**src/rtl/alu_wide_sequencer.sv**
```systemverilog
// Purpose : steps the 8-bit ALU through 1..MAX_BYTES byte operations and merges per-byte flags.
// Latency : accept to Done = N*(ALU_LATENCY+1)+1 cycles; a rejected request completes 1 cycle after accept.
// Backpr. : none; Req is sampled only in IDLE and is dropped while Busy (including the Done cycle).
// Ports   : Req/ReqOp/ReqBytes/ReqMsbFirst/ReqCarryIn start an operation; Busy/Done/Err report it;
//           ByteSel steers the GPR byte muxes; Pipe1Out_*_ALUOP*, Alu_Assert, LCarryIn drive the ALU;
//           ResultWe writes result byte ByteSel; Flags_* are per-byte ALU flags, WideFlags the merge.
module alu_wide_sequencer #(
  parameter int MAX_BYTES   = 4,
  parameter int ALU_LATENCY = 1
) (
  input  logic       Clock,
  input  logic       Reset_n,
  input  logic       Req,
  input  logic [3:0] ReqOp,
  input  logic [2:0] ReqBytes,
  input  logic       ReqMsbFirst,
  input  logic       ReqCarryIn,
  output logic       Busy,
  output logic       Done,
  output logic       Err,
  output logic [2:0] ByteSel,
  output logic       Pipe1Out_4_ALUOP0,
  output logic       Pipe1Out_5_ALUOP1,
  output logic       Pipe1Out_6_ALUOP2,
  output logic       Pipe1Out_7_ALUOP3,
  output logic       Alu_Assert,
  output logic       ResultWe,
  output logic       LCarryIn,
  input  logic       Flags_0_Overflow,
  input  logic       Flags_1_Sign,
  input  logic       Flags_2_Zero,
  input  logic       Flags_3_CarryA,
  input  logic       Flags_4_CarryL,
  output logic [4:0] WideFlags
);

  // WAIT lasts ALU_LATENCY-1 cycles: the counter is loaded with ALU_LATENCY-2 and exits at zero.
  localparam int              CW        = (ALU_LATENCY > 1) ? $clog2(ALU_LATENCY) : 1;
  localparam logic [CW-1:0]   WAIT_LOAD = CW'((ALU_LATENCY > 1) ? ALU_LATENCY - 2 : 0);
  localparam logic [2:0]      MAX_B     = 3'(MAX_BYTES);

  typedef enum logic [2:0] {
    S_IDLE,
    S_ISSUE,
    S_WAIT,
    S_CAPTURE,
    S_FIN
  } state_t;

  state_t        state, state_nxt;
  logic [3:0]    op_q;
  logic [2:0]    bytes_q;
  logic          msb_q;
  logic          err_q;
  logic [2:0]    byte_sel_q;
  logic          lcarry_q;
  logic [CW-1:0] wait_cnt;
  logic [4:0]    acc_flags;
  logic [4:0]    wide_q;
  logic          op_drive;
  logic          bad_req;
  logic          last_byte;
  logic          msb_byte;
  logic [4:0]    merged;

  assign bad_req   = (ReqBytes == 3'd0) || (ReqBytes > MAX_B);
  assign last_byte = msb_q ? (byte_sel_q == 3'd0) : (byte_sel_q == bytes_q - 3'd1);
  assign msb_byte  = (byte_sel_q == bytes_q - 3'd1);

  // Flag order {CarryL, CarryA, Zero, Sign, Overflow}. Zero is an AND across bytes, carries follow
  // the byte just processed, Sign/Overflow are only taken from the most significant byte.
  assign merged = {Flags_4_CarryL,
                   Flags_3_CarryA,
                   acc_flags[2] & Flags_2_Zero,
                   msb_byte ? Flags_1_Sign     : acc_flags[1],
                   msb_byte ? Flags_0_Overflow : acc_flags[0]};

  always_ff @(posedge Clock) begin
    if (!Reset_n) begin
      state <= S_IDLE;
    end else begin
      state <= state_nxt;
    end
  end

  always_comb begin
    state_nxt  = state;
    op_drive   = 1'b0;
    Alu_Assert = 1'b1;
    ResultWe   = 1'b0;
    Done       = 1'b0;
    Err        = 1'b0;
    case (state)
      S_IDLE: begin
        if (Req) begin
          state_nxt = bad_req ? S_FIN : S_ISSUE;
        end
      end
      S_ISSUE: begin
        op_drive  = 1'b1;
        state_nxt = (ALU_LATENCY == 1) ? S_CAPTURE : S_WAIT;
      end
      S_WAIT: begin
        op_drive = 1'b1;
        if (wait_cnt == '0) begin
          state_nxt = S_CAPTURE;
        end
      end
      S_CAPTURE: begin
        op_drive   = 1'b1;
        Alu_Assert = 1'b0;
        ResultWe   = 1'b1;
        state_nxt  = last_byte ? S_FIN : S_ISSUE;
      end
      S_FIN: begin
        Done      = 1'b1;
        Err       = err_q;
        state_nxt = S_IDLE;
      end
      default: state_nxt = S_IDLE;
    endcase
  end

  always_ff @(posedge Clock) begin
    if (!Reset_n) begin
      op_q       <= 4'd0;
      bytes_q    <= 3'd0;
      msb_q      <= 1'b0;
      err_q      <= 1'b0;
      byte_sel_q <= 3'd0;
      lcarry_q   <= 1'b0;
      wait_cnt   <= '0;
      acc_flags  <= 5'd0;
      wide_q     <= 5'd0;
    end else begin
      case (state)
        S_IDLE: begin
          if (Req) begin
            op_q      <= ReqOp;
            bytes_q   <= ReqBytes;
            msb_q     <= ReqMsbFirst;
            err_q     <= bad_req;
            lcarry_q  <= ReqCarryIn;
            acc_flags <= 5'b00100;
            // A rejected width may be 0, so never form ReqBytes-1 for it.
            byte_sel_q <= (bad_req || !ReqMsbFirst) ? 3'd0 : ReqBytes - 3'd1;
          end
        end
        S_ISSUE: begin
          wait_cnt <= WAIT_LOAD;
        end
        S_WAIT: begin
          if (wait_cnt != '0) begin
            wait_cnt <= wait_cnt - CW'(1);
          end
        end
        S_CAPTURE: begin
          lcarry_q  <= Flags_4_CarryL;
          acc_flags <= merged;
          if (last_byte) begin
            wide_q <= merged;
          end else begin
            byte_sel_q <= msb_q ? byte_sel_q - 3'd1 : byte_sel_q + 3'd1;
          end
        end
        default: ;
      endcase
    end
  end

  assign Busy      = (state != S_IDLE);
  assign ByteSel   = byte_sel_q;
  assign LCarryIn  = lcarry_q;
  assign WideFlags = wide_q;
  assign {Pipe1Out_7_ALUOP3, Pipe1Out_6_ALUOP2, Pipe1Out_5_ALUOP1, Pipe1Out_4_ALUOP0} =
         op_drive ? op_q : 4'd0;

endmodule

```
**config.mk**
```make
export PLATFORM = sky130hd
export DESIGN_NAME = alu_wide_sequencer
export DESIGN_NICKNAME = d
export VERILOG_FILES = /design/src/rtl/alu_wide_sequencer.sv
export SDC_FILE = /design/constraint.sdc
export NUM_CORES = 1
export LEC_CHECK = 0
export ABC_AREA = 1
export BUFFER_PORTS_ARGS = -buffer_cell sky130_fd_sc_hd__buf_2
export CAP_MARGIN = 10
export CORE_ASPECT_RATIO = 1.2
export CORE_MARGIN = 8
export CORE_UTILIZATION = 30
export DETAILED_ROUTE_END_ITERATION = 12
export GPL_TIMING_DRIVEN = 0
export PLACE_DENSITY = 0.49
export SYNTH_ARGS = -nofsm -noshare
export SYNTH_HDL_FRONTEND = slang
export SYNTH_SLANG_ARGS = --single-unit
```
**constraint.sdc**
```tcl
create_clock -name Clock -period 1.8 [get_ports Clock]
set_input_delay 0.54 -clock Clock [delete_from_list [all_inputs] [get_ports Clock]]
set_output_delay 0.54 -clock Clock [all_outputs]
set_load 0.02 [all_outputs]
```
==> out/metrics.yaml <==
power:
  peakVddDrop_mv: 0.432
  leakage_nw: 0.800
  p_total_w: 0.00215
  swShare: 0.442
  power_frac_seq: 0.357
  combinationalPowerShare: 0.498
  power_frac_clock: 0.146
  power.switching_w: 0.000951
  power_density_nw_per_um2: 1310
  internal_power_w: 0.00120
min_path:
  min_from: "op_q[2]"
  holdPathEnd: "op_q[2]"
  hold_path_depth: 2
  hold_path.class: "reg2reg"
drt:
  routed_wl_mm: 3.43
  via_count: 1248
  antenna_left: 0
  wl_per_cell_um: 12.2
  drc_errors: 0
  drtIter0Drc: 49
  routed_via_density: 4.46
  first_pass_iters: 4
timing:
  min_period_ps: 1680
  hold_viol: 0
  max_freq_mhz: 594
  setup_tns_ps: 0
  min_period_over_period: 0.935
  worst_pin_slew_ps: 519
  maxSlewHeadroom: 0.654
  worst_slack_ps: 118
  fin_skew_ps: 3.56
  setup_violations: 0
  drv_slew: 0
  rsz0062_at_grt: "no"
setup_path:
  r2r_end: "WideFlags[1]"
  crit_fanout: 7
  regToRegSetupSlack_ps: 190
  criticalPathCategory: "reg2out"
  critPathRequiredTime_ps: 1260
  rr_startpoint: "bytes_q[0]"
  critical_path.endpoint_type: "primary output"
  worstRegToRegCells: 13
  arrival_ps: 1140
  startpoint_type: "flip-flop"
floorplanning:
  die_area_um2: 6780
  ios: 35
  core_area_um2: 4230
  placementRows: 26
  die_x_um: 76.5
  start_util: 0.312
  die_h_um: 88.6
yosys:
  ys.warnings.count: 0
  syn_inst: 185
  synth_edf_count: 0
  syn_area_um2: 1320
  syn_nets: 206
  synth_ff_type: "dfxtp_1"
  synth-seq-cells: 24
  seq_area_frac_synth: 0.364
  asyncSetResetFlopFracSynth: 0
  syn_area_per_cell_um2: 7.13
  synth_cell_types: 33
finish:
  fill_cells: 478
  diodes: 0
  nets: 247
  areaGrowthSynthToFinish_pct: 24.1
  final_cell_area_um2: 1640
  final_common_cell: "nand2_1"
  drive_above_1_share: 0.295
  final_cell_mix: "nand2_1 (37), buf_2 (33), inv_1 (24)"
run:
  cap_violations: 0
clocking:
  cts_buffer_depth: 2
  cts_sinks: 24
  cts_inserted_buffers: 3
  htree_levels: 1
  clk_pin_slew_ps: 80
  clk_latency_ps: 260
  cts_root_buffer: "clkbuf_8"
  cts_tree: "built"
grt:
  busiest_layer: "met2"
  grt_pass1_wl_mm: 5.73
  use_met1: 0.113
  grt_pass1_vias: 1238
  grt_max_degree: 13
  grt_use_met2: 0.190
  antenna_found_initial: 0
  grtUsageTotal: 0.103
  grt_use_met3: 0.0274
  gr-total-overflow: 0
placement:
  dp_hpwl_mm: 2.67
  io_buffers: 34
  pre_cts_slack_ps: 113
  place_congestion: 0.791
  dpl_cell_area_um2: 1560
outcome:
  run_status: "completed"
[worst max path at each step]
stage,depth (start not counted),slack (ps),end,from
after floorplan,3,220,Err,state[0]
after global placement,10,120,ByteSel[1],ReqBytes[0]
after detailed placement,10,110,ByteSel[0],ReqBytes[0]
after CTS,4,20,Err,state[0]
after global routing,5,10,Pipe1Out_7_ALUOP3,state[1]
final,4,120,ResultWe,state[2]
[critical path, stage by stage, from the launching register on]
cell and delay (ps):
dfxtp_1 340, inv_4 120, nand3_4 110, inv_4 120, buf_2 180
[what timing repair did]
action                     4_1_cts  5_1_grt
hold buffers                     0        0
setup buffers                    1        1
setup endpoints to repair        6        6
pin swaps                        1        1
gates resized for setup          2        7
[kinds of logic (layout without fill, tap and decap cells)]
logic type,count (synthesis),count (layout),synth area share
and+or+nand+nor,85,85,0.311
buffers and inverters,33,72,0.110
xor gates and xnor gates,2,2,0.0133
AOI/OAI and AO/OA,37,37,0.157
adders and majority gates,4,4,0.0436
DFF,24,24,0.364
[routing by layer]
layer,routed length (um),share of wire,up-vias
met5,0,0,-
met4,25,0.0073,0
met3,195,0.057,2
met2,1700,0.50,23
met1,1500,0.44,557
li1,-,-,666
[synthesized netlist by cell type (2+ instances only)]
cell      count  area share
nand2_4       3       0.026
ha_1          3       0.028
o211ai_1      2       0.011
inv_4         2      0.0095
a21oi_1      17       0.065
dfxtp_1      24        0.36
nor2_2        2      0.0095
nor2_1       23       0.065
o21ai_0      11       0.042
inv_1        24       0.068
a21oi_2       2       0.013
nand3_1      11       0.042
nand2_1      38        0.11
inv_2         3      0.0085
o21ai_2       2       0.013
[registers in the layout, indices dropped and copies added, names as in the netlist]
signal / cells
WideFlags: 5
op_q: 4
ByteSel: 3
acc_flags: 3
bytes_q: 3
state: 3
LCarryIn: 1
err_q: 1
msb_q: 1
[power by group through the flow]
stage | sequential (W) | combinational [W] | clock (W)
after floorplan | 0.000783 | 0.000758 | 0
after global placement | 0.000765 | 0.00104 | 0
after detailed placement | 0.000765 | 0.00104 | 0
after CTS | 0.000757 | 0.00106 | 0.000329
after global routing | 0.000790 | 0.00121 | 0.000348
final | 0.000767 | 0.00107 | 0.000313
[stage by stage]
| stage | hold WS [ps] | utilization | std cells |
|---|---|---|---|
| after floorplan | 430 | - | 185 |
| after global placement | 445 | 0.369 | 275 |
| after detailed placement | 449 | 0.369 | 275 |
| after CTS | 463 | 0.381 | 279 |
| after global routing | 494 | 0.387 | 280 |
| final | 459 | 0.387 | 280 |
[final cells by class]
cell class	instances	area, um2	share of cell area
plain buffers	3	22.5	0.0138
clock buffers	3	41.3	0.0252
inverters	30	125	0.0765
multi-input cells	128	701	0.428
flip-flops and latches	24	489	0.299
well taps	56	70.1	0.0428
repair buffers	36	188	0.115
(Power assumes the default switching activity.)
